$ cat src/rtl/dtc_pkg.sv
// dtc_pkg: shared types and sizing helpers for the sequential decision-tree evaluator.
// Table layout is a 1-based heap: node i has children 2i and 2i+1, and the
// leaves sit at 2^DEPTH .. 2^(DEPTH+1)-1.
package dtc_pkg;

    typedef enum logic [1:0] {
        IDLE = 2'd0,
        WALK = 2'd1,
        DONE = 2'd2
    } state_t;

    // Width of a feature index (at least one bit).
    function automatic int fidx_w(input int n_feat);
        return (n_feat > 1) ? $clog2(n_feat) : 1;
    endfunction

    // Width of a heap address covering nodes and leaves.
    function automatic int addr_w(input int depth);
        return depth + 1;
    endfunction

    // Heap address of the leftmost leaf.
    function automatic int leaf_base(input int depth);
        return 1 << depth;
    endfunction

    // Number of heap slots, including the unused slot 0.
    function automatic int n_entries(input int depth);
        return 1 << (depth + 1);
    endfunction

endpackage

$ cat src/rtl/dtc_node_mem.sv
// dtc_node_mem: node feature indices and leaf classes, addressed by heap index.
// One synchronous write port, one combinational read port. Slot 0 is never
// written by the parent and always reads as zero.
module dtc_node_mem
    import dtc_pkg::*;
#(
    parameter int DEPTH  = 4,
    parameter int FIDX_W = 4
) (
    input  logic                       clk,
    input  logic                       rst_n,
    input  logic                       we,
    input  logic [addr_w(DEPTH)-1:0]   waddr,
    input  logic [FIDX_W-1:0]          wdata,
    input  logic [addr_w(DEPTH)-1:0]   raddr,
    output logic [FIDX_W-1:0]          rdata
);

    localparam int NENT = n_entries(DEPTH);

    logic [FIDX_W-1:0] mem [NENT];

    // Register file: cleared on reset so an unprogrammed tree classifies as 0.
    always_ff @(posedge clk or negedge rst_n) begin
        if (!rst_n) begin
            for (int i = 0; i < NENT; i++) mem[i] <= '0;
        end else if (we) begin
            mem[waddr] <= wdata;
        end
    end

    assign rdata = mem[raddr];

endmodule

$ cat src/rtl/dtc_seq_eval.sv
// dtc_seq_eval: walks a depth-DEPTH binary decision tree, one level per cycle,
// over a latched feature vector and presents the leaf class until taken.
// Optional feature macro: DTC_LEAF_IDX_EN adds the out_leaf port (leaf number).
module dtc_seq_eval
    import dtc_pkg::*;
#(
    parameter int N_FEAT = 11,
    parameter int DEPTH  = 4
) (
    input  logic                        clk,
    input  logic                        rst_n,
    input  logic                        in_valid,
    output logic                        in_ready,
    input  logic [N_FEAT-1:0]           inp,
    output logic                        out_valid,
    input  logic                        out_ready,
    output logic                        outp,
    input  logic                        cfg_we,
    input  logic [addr_w(DEPTH)-1:0]    cfg_addr,
    input  logic [fidx_w(N_FEAT)-1:0]   cfg_data,
    output logic                        cfg_err
`ifdef DTC_LEAF_IDX_EN
    ,
    output logic [DEPTH-1:0]            out_leaf
`endif
);

    localparam int FIDX_W = fidx_w(N_FEAT);
    localparam int ADDR_W = addr_w(DEPTH);

    state_t              state, state_nx;
    logic                rdy_en;
    logic [N_FEAT-1:0]   inp_q;
    logic [ADDR_W-1:0]   idx;
    logic [ADDR_W-1:0]   lvl;
    logic [FIDX_W-1:0]   node_q;
    logic                fbit;
    logic                accept;
    logic                wr_ok;
    logic                wr_bad;
    logic                last_lvl;

    // Table read follows idx: a feature index while walking, the leaf class in DONE.
    dtc_node_mem #(
        .DEPTH  (DEPTH),
        .FIDX_W (FIDX_W)
    ) u_mem (
        .clk   (clk),
        .rst_n (rst_n),
        .we    (wr_ok),
        .waddr (cfg_addr),
        .wdata (cfg_data),
        .raddr (idx),
        .rdata (node_q)
    );

    // Indices past the feature vector read as 0 (go left).
    assign fbit     = (int'(node_q) < N_FEAT) ? inp_q[node_q] : 1'b0;
    assign last_lvl = (lvl == ADDR_W'(DEPTH - 1));
    assign accept   = in_valid && in_ready;
    // Writes are only safe while no walk is reading the table.
    assign wr_ok    = cfg_we && (state == IDLE) && (cfg_addr != '0);
    assign wr_bad   = cfg_we && !wr_ok;

    // State register.
    always_ff @(posedge clk or negedge rst_n) begin
        if (!rst_n) state <= IDLE;
        else        state <= state_nx;
    end

    // Next state and handshake outputs; in_ready only in IDLE, so no bypass from DONE.
    always_comb begin
        state_nx  = state;
        in_ready  = 1'b0;
        out_valid = 1'b0;
        outp      = 1'b0;
        case (state)
            IDLE: begin
                in_ready = rdy_en;
                if (in_valid && rdy_en) state_nx = WALK;
            end
            WALK: begin
                if (last_lvl) state_nx = DONE;
            end
            DONE: begin
                out_valid = 1'b1;
                outp      = node_q[0];
                if (out_ready) state_nx = IDLE;
            end
            default: state_nx = IDLE;
        endcase
    end

    // Datapath: latch the vector on accept, descend one level per WALK cycle.
    always_ff @(posedge clk or negedge rst_n) begin
        if (!rst_n) begin
            rdy_en  <= 1'b0;
            inp_q   <= '0;
            idx     <= ADDR_W'(1);
            lvl     <= '0;
            cfg_err <= 1'b0;
        end else begin
            rdy_en  <= 1'b1;
            cfg_err <= wr_bad;
            if (accept) begin
                inp_q <= inp;
                idx   <= ADDR_W'(1);
                lvl   <= '0;
            end else if (state == WALK) begin
                idx <= {idx[ADDR_W-2:0], fbit};
                lvl <= lvl + ADDR_W'(1);
            end
        end
    end

`ifdef DTC_LEAF_IDX_EN
    // In DONE idx is 2^DEPTH + leaf number, so the low bits are the leaf number.
    assign out_leaf = out_valid ? idx[DEPTH-1:0] : '0;
`endif

endmodule

$ cat config.mk
export PLATFORM = sky130hd
export DESIGN_NAME = dtc_seq_eval
export DESIGN_NICKNAME = d
export VERILOG_FILES = /design/src/rtl/dtc_pkg.sv /design/src/rtl/dtc_node_mem.sv /design/src/rtl/dtc_seq_eval.sv
export SDC_FILE = /design/constraint.sdc
export NUM_CORES = 1
export LEC_CHECK = 0
export BUFFER_PORTS_ARGS = -buffer_cell sky130_fd_sc_hd__buf_2
export CORE_AREA = 5 5 115 117
export CTS_CLUSTER_SIZE = 30
export DETAILED_ROUTE_END_ITERATION = 6
export DIE_AREA = 0 0 120 122
export PLACE_DENSITY = 0.85
export SLEW_MARGIN = 10
export SYNTH_ARGS = -nofsm -noshare
export SYNTH_HDL_FRONTEND = slang
export SYNTH_SLANG_ARGS = --single-unit
$ cat constraint.sdc
create_clock -name clk -period 3.9 [get_ports clk]
set_clock_uncertainty 0.2 [all_clocks]
set_input_delay 0.585 -clock clk [delete_from_list [all_inputs] [get_ports clk]]
set_output_delay 0.585 -clock clk [all_outputs]
set_load 0.03 [all_outputs]
# Word level (Yosys, flattened, before mapping)
# Cells that the tools add are included.
word_totals:
  elab_cells: 83
  regBits: 153
  in_bits: 25
  output_inout_bits: 4
op_classes:
  add_sub_neg: 1
  n_reduce_logical: 11
  magnitude_cmp: 5
  eq_ne: 6
  bitwise_logic: 2
  n_mux: 20
ops:
  columns: ["operator", "n"]
  rows:
  - ["128-bit bitwise mux", 1]
  - ["4-bit binary-select mux with 5-bit select", 1]
  - ["4-bit demux with 5-bit select", 1]
  - ["5-bit 2-to-1 mux", 4]
  - ["6-bit greater-or-equal comparator (second input constant)", 2]
  - ["4-bit 2-to-1 mux", 3]
  - ["5-bit inverter with 6-bit output", 2]
  - ["1-bit logical AND", 6]
  - ["6-bit by 1-bit less-than comparator with 1-bit output (second input constant)", 1]
  - ["2-bit 2-to-1 mux", 3]
  - ["2-bit case mux with 3 select lines", 1]
  - ["5-bit by 1-bit adder with 5-bit output (second input constant)", 1]
  - ["5-bit by 2-bit equality test with 1-bit output (second input constant)", 1]
  - ["4-bit by 5-bit less-than comparator with 1-bit output (second input constant)", 1]
  - ["1-bit 2-to-1 mux", 5]
  - ["5-bit nonzero test", 1]
  - ["1-bit binary-select mux with 4-bit select", 1]
  - ["4-bit less-than comparator (second input constant)", 1]
  - ["2-bit != test (second input constant)", 2]
  - ["3-bit AND reduction", 1]
  - ["2-bit by 1-bit equality test with 1-bit output (second input constant)", 1]
  - ["2-bit equality test (second input constant)", 1]
  - ["2-bit logical NOT", 1]
  - ["2-bit by 1-bit != test with 1-bit output (second input constant)", 1]
  - ["other kinds (2)", 2]

# Depth between registers and ports, before layout
# Gate-level depths: netlist of run 1.
depth:
  depth_word: 9
  depth_mapped: 9
  ltp_nobuf: 7

# By module
# Synthesis of run 1 repeated with hierarchy kept, for this count alone.
unflattened:
  cells_unflattened: 492
  area_unflattened_um2: 7075.5
by_module_without_submodules:
  columns: ["module", "instances", "area_per_inst_um2", "seq_area_each_um2", "cells_each"]
  rows:
  - ["dtc_node_mem", 1, 5928.2, 3203.1, 369]
  - ["dtc_seq_eval", 1, 1147.4, 626.9, 123]

# Least setup slack after synthesis of run 1
# OpenSTA, ideal clock, no wires.
synth_path:
  path_kind: "register to output"
  from: "register idx[0]"
  to: "output port outp"
  slack_ps: 731
  arrival_time_ps: 2384
  required_time_ps: 3115
  path_stages_with_launch: 8
  path_cell_list: "dfstp_2 -> buf_6 -> buf_12 -> buf_6 -> mux4_2 -> mux4_2 -> mux2i_1 -> nor2_1"
synth_via:
  elab_chain_len: 5
synth_rtl:
  columns: ["element", "line_no", "source"]
  rows:
  - ["from (decl)", "dtc_seq_eval.sv:34", "logic [ADDR_W-1:0] idx;"]
  - ["from (signal assigned)", "dtc_seq_eval.sv:110", "idx <= {idx[ADDR_W-2:0], fbit};"]
  - ["5-bit inverter with 6-bit output (not written as such)", "dtc_node_mem.sv:32", "assign rdata = mem[raddr];"]
  - ["4-bit binary-select mux with 5-bit select", "dtc_node_mem.sv:32", null]
  - ["4-bit 2-to-1 mux (not written as such) (2 in series)", "dtc_node_mem.sv:32", null]
  - ["1-bit 2-to-1 mux", "dtc_seq_eval.sv:77", "case (state)"]
  - ["to (decl)", "dtc_seq_eval.sv:17", "output logic outp,"]
# Every way passes these cells. The select of a mux whose other input is x is not followed.

# Worst setup path after layout of run 1
# Ends and elaborated chain as after synthesis.

==> results of run 1 <==
## power by group
group | switching (uW) | internal, uW
Sequential | 398 | 2080
Clock | 592 | 909
Combinational | 643 | 827
## worst min path at each step
stage	from	to	cells after the start
after global placement	u_mem.mem[127]	u_mem.mem[127]	0
final	rst_n	u_mem.mem[51]	1
after detailed placement	u_mem.mem[126]	u_mem.mem[126]	0
after global routing	rst_n	u_mem.mem[51]	1
after CTS	rst_n	u_mem.mem[51]	1
after floorplan	rst_n	cfg_err	0
## synth_stat cells, types with 4 or more instances
cell / number
mux2i_1: 10
nor3_1: 4
nand2b_1: 6
mux4_2: 37
dfrtp_1: 152
o21ai_1: 6
mux2_1: 124
nor2_1: 24
nand2_1: 66
nand3_1: 6
clkbuf_1: 24
## stage by stage
step           hold slack (ps)  power (uW)  utilization
3_5_place_dp               163        3960        0.597
2_1_floorplan             89.4        3550            -
6_report                 -1.32        5440        0.641
3_3_place_gp               162        3850        0.597
4_1_cts                   25.1        5470        0.641
5_1_grt                   70.8        5740        0.641
## worst reg2reg max path, stage by stage (launching register included)
cell and delay, ps:
dfstp_4 790, buf_4 250, mux4_2 510, mux4_2 510, mux2i_4 310, mux2i_1 240, mux2i_1 100, mux2i_1 180
o211ai_2 90
## flip-flops by register name, indices dropped and copies added, names as in the netlist
signal     count
inp_q         11
cfg_err        1
rdy_en         1
u_mem.mem    128
state          2
lvl            5
idx            5
## what timing repair did
action | 4_1_cts | 5_1_grt
endpoints found under the setup margin | 0 | 1
hold buffers | 0 | 0
gates resized for setup | 0 | 1
## area by class of cell
cell class | count | area (um^2)
clock buffers | 29 | 531
clock inverters | 1 | 7.51
well taps | 150 | 188
fillers | 829 | 4400
multi-input cells | 313 | 3080
flip-flops and latches | 153 | 3830
repair buffers | 37 | 214
inverters | 1 | 3.75
## kinds of logic (layout without fill, tap and decap cells)
| family | Yosys count | count (layout) | share of synthesized area |
|---|---|---|---|
| other cells | 1 | 1 | 0.000530 |
| xor+xnor | 3 | 3 | 0.00371 |
| fa+ha+maj | 1 | 1 | 0.00177 |
| flops | 153 | 153 | 0.541 |
| mux | 177 | 177 | 0.347 |
| simple gates | 120 | 120 | 0.0728 |
| compound gates | 11 | 11 | 0.00937 |
| buf+inv | 34 | 68 | 0.0240 |
## per-layer routing
metal | share of wire | vias up | global-route usage
met4 | 0.014 | 0 | 0.0666
met2 | 0.48 | 123 | 0.341
met5 | 0 | - | 0
li1 | - | 1838 | -
met3 | 0.054 | 17 | 0.0613
met1 | 0.46 | 2204 | 0.305
==> results.toml, run 1 <==
[status]
status = "finished with violations"
violations = "hold timing"

[worst_setup_path]
crit_path_start_kind = "register"
ff2ff_path_depth = 8
cpLargestDelayFamily = "multiplexers"
cp-end-kind = "output pin"
regToRegSetupSlack_ps = 630
worstPathCellList = "mux4_2 -> mux4_2 -> mux2i_1 -> nor2_1 -> buf_2"
crit_start = "idx[0]"
arrival_ps = 2940
path_class = "reg2out"
path_max_fanout = 16
critPathSlowestCell = "dfstp_4"
crit_end = "outp"
crit_buf_inv = 1
crit_top_cell = "mux4_2"
r2r-start = "idx[0]"
cp.depth = 5
slowest_delay_ps = 790
r2r_end = "idx[0]"
crit_required_ps = 3120

[drt]
ant_nets = 0
drc = 0
viasPerCell = 6.11
drt_iter0_markers = 418
drt_wl_total_mm = 14.5
avgRoutedWirePerCell_um = 21.3
dr.pass1.iters = 5
vias = 4182

[cts]
cts_made_buffers = 17
post_cts_buffers = 0
clkTransAtPathRegs_ps = 60
clock_latency_ps = 420
cts_tree = "built"
cts_sinks = 153
clock-root-buffer = "clkbuf_16"
clockBufferDepth = 2
ctsHtreeMaxLevel = 4

[yosys]
syn_nets = 526
ys_warn_count = 0
synth_area_leaders = "dfrtp_1 54%, mux2_1 20%, mux4_2 12%"
postSynth.asyncResetShare = 1.00
synth_area_um2 = 7080
synth.distinct_cells = 34
ys.flop_type = "dfrtp_1"
synth-seq-cells = 153
yosysTopAreaCellShare = 0.537
synth_top_area_cell = "dfrtp_1"
synth-edff-count = 0
synth_cells = 500
syn_area_per_cell_um2 = 14.2
yosysSeqAreaShare = 0.541

[floorplanning]
core_um2 = 12300
initial_core_util = 0.578
fp.dieH_um = 122
io_pins = 29
num_rows = 41
die_x_um = 120
dieArea_um2 = 14600

[timing]
post-route-period-util = 0.955
worst_slew_pin_slew_ps = 756
period_minus_slack_ps = 3720
slew_viol_final = 0
grt_setup_unrepaired = "false"
clock.fmax_ghz = 0.268
finalSetupTns_ps = 0
timing.hold.ws_ps = -1.32
setup_violations = 0
finalHoldViolCount = 1
finalWorstSetupSlack_ps = 176
slew_headroom = 0.496

[power]
p_leak_uw = 0.00382
ir_worst_vdd_mv = 0.358
pwr_density_cell_nw_per_um2 = 693

[final_layout]
num-nets-final = 549
final_area_um2 = 7860
drive_gt1_frac = 0.197
antenna_cells = 0
final_cell_mix = "152 x dfrtp_1, 124 x mux2_1, 66 x nand2_1, 37 x mux4_2, 27 x buf_2"
final_common_cell = "dfrtp_1"
fin_cells = 684
area_growth_pct = 11.0

[global_routing]
grt_pass1_vias = 4464
grt_max_degree = 84
antenna_found_initial = 0
grt_use_total = 0.219
grt_pass1_wl_mm = 24.4
overflow = 0

[place]
hpwl_mm = 10.1
gp_congestion = 0.874
dp_cells = 654
post_dp_cell_area_um2 = 7320
dp_slack_ps = 481
port_buffers = 28

[flow_run]
maxCapViolations = 0

[min_path]
hold_class = "in2async"
No activity file was read; power rests on OpenSTA's default activity.
==> run 2: changes to the inputs <==
--- a/config.mk
+++ b/config.mk
@@ -10,7 +10,9 @@
 export CTS_CLUSTER_SIZE = 30
 export DETAILED_ROUTE_END_ITERATION = 6
 export DIE_AREA = 0 0 120 122
+export GPL_ROUTABILITY_DRIVEN = 1
 export PLACE_DENSITY = 0.85
+export REMOVE_ABC_BUFFERS = 1
 export SLEW_MARGIN = 10
 export SYNTH_ARGS = -nofsm -noshare
 export SYNTH_HDL_FRONTEND = slang
==> results.toml, run 2 (synthesized netlist as in run 1, its figures left out) <==
[drt]
drt_wl_total_mm = 15.4
viasPerCell = 6.22
vias = 4254
avgRoutedWirePerCell_um = 22.5
wl_met3_um = 805
drc = 0
drt_iter0_markers = 557
wirelength_met1_mm = 6.40
dr.pass1.iters = 4
top_layer = "met4"
wl_met2_mm = 7.89
ant_nets = 0

[final_layout]
seqCellArea_um2 = 3830
area_growth_pct = 12.6
multi_input_area_um2 = 3080
n_fill_cell = 825
antenna_cells = 0
fin_util = 0.650
drive_gt1_frac = 0.206
final_cell_mix = "152 x dfrtp_1, 124 x mux2_1, 66 x nand2_1, 37 x mux4_2, 27 x buf_2"
top_register = "u_mem.mem"
largest_registers = "u_mem.mem: 128 flops, inp_q: 11 flops"
final_common_cell = "dfrtp_1"
largest_register_ff_count = 128
num-nets-final = 547

[worst_setup_path]
worstPathCellList = "buf_12 -> mux4_2 -> mux4_2 -> mux2i_2 -> nor2_1 -> buf_2"
r2r-start = "idx[0]"
cp-end-kind = "output pin"
cpLargestDelayFamily = "multiplexers"
crit_required_ps = 3120
slowest_delay_ps = 690
path_class = "reg2out"
ff2ff_path_depth = 8
crit_buf_inv = 2
crit_path_start_kind = "register"
r2r_end = "idx[0]"
path_max_fanout = 17
regToRegSetupSlack_ps = 550
crit_top_cell = "mux4_2"
crit_start = "idx[0]"
arrival_ps = 2890
critPathSlowestCell = "dfstp_2"

[place]
hpwl_mm = 10.1
port_buffers = 28
gp_congestion = 0.867

[global_routing]
overflow = 0
antenna_found_initial = 0
grt_pass1_wl_mm = 25.6
grt_pass1_vias = 4608
grt_use_total = 0.231
grt_max_degree = 103

[cts]
cts_tree = "built"
clkTransAtPathRegs_ps = 60
post_cts_buffers = 0
clock-root-buffer = "clkbuf_16"
cts_sinks = 153
ctsHtreeMaxLevel = 4
clockBufferDepth = 2
cts_made_buffers = 17
cts-resized-gates = 0
clock_latency_ps = 410
ctsHoldBuffers = 0

[power]
p_leak_uw = 0.00386
pwr_density_cell_nw_per_um2 = 727
ir_worst_vdd_mv = 0.395

[status]
status = "completed"

[timing]
worst_slew_pin_slew_ps = 915
setup_violations = 0
period_minus_slack_ps = 3670
finalSetupTns_ps = 0
slew_viol_final = 0
clock.fmax_ghz = 0.272
post-route-period-util = 0.942
slew_headroom = 0.390
finalHoldViolCount = 0
grt_setup_unrepaired = "false"

[floorplanning]
dieArea_um2 = 14600
io_pins = 29
fp.dieH_um = 122
initial_core_util = 0.578
die_x_um = 120
num_rows = 41
core_um2 = 12300

[flow_run]
maxCapViolations = 0

[min_path]
hold_class = "in2async"
==> run 2: layer usage <==
| metal | global-route usage | up-vias |
|---|---|---|
| li1 | - | 1835 |
| met5 | 0 | - |
| met1 | 0.305 | 2259 |
| met3 | 0.0492 | 22 |
| met4 | 0.0759 | 0 |
| met2 | 0.386 | 138 |
==> run 2: final cells by class <==
type / instances / area share
sequential: 153 / 0.481
tap: 150 / 0.0235
clock inverter: 11 / 0.0242
inverter: 1 / 0.000471
timing repair buffer: 35 / 0.0265
multi-input combinational: 313 / 0.387
clock buffer: 21 / 0.0578
==> run 2: power by group <==
part	switching [uW]	leakage [uW]	internal, uW	total [uW]
combinational	702	0.00153	838	1540
clock	633	0.000314	1170	1800
sequential	381	0.00202	2070	2450
total	1720	0.00386	4080	5800
==> run 2: worst max path at each step <==
| stage | endpoint | cells past startpoint |
|---|---|---|
| global placement | outp | 6 |
| finish | outp | 6 |
| CTS | outp | 6 |
| detailed placement | outp | 6 |
| floorplan | outp | 4 |
| global route | outp | 6 |
==> run 2: stage by stage <==
step	instance area [um^2]	cells	worst slack [ps]	hold WS [ps]	total power, uW
after global placement	7310	652	602	160	3860
after floorplan	6910	467	468	89.4	3460
after CTS	7970	684	98.1	105	5800
after global routing	7970	684	75.5	158	6080
final	7970	684	226	67.3	5800
after detailed placement	7310	652	576	165	3960
==> run 2: worst reg2reg max path: stages (launching register included) <==
cell and delay [ps]:
dfstp_2 690, buf_4 330, mux4_2 570, mux4_2 530, mux2i_4 310, mux2i_1 270
mux2i_1 110, mux2i_1 180, o211ai_2 90
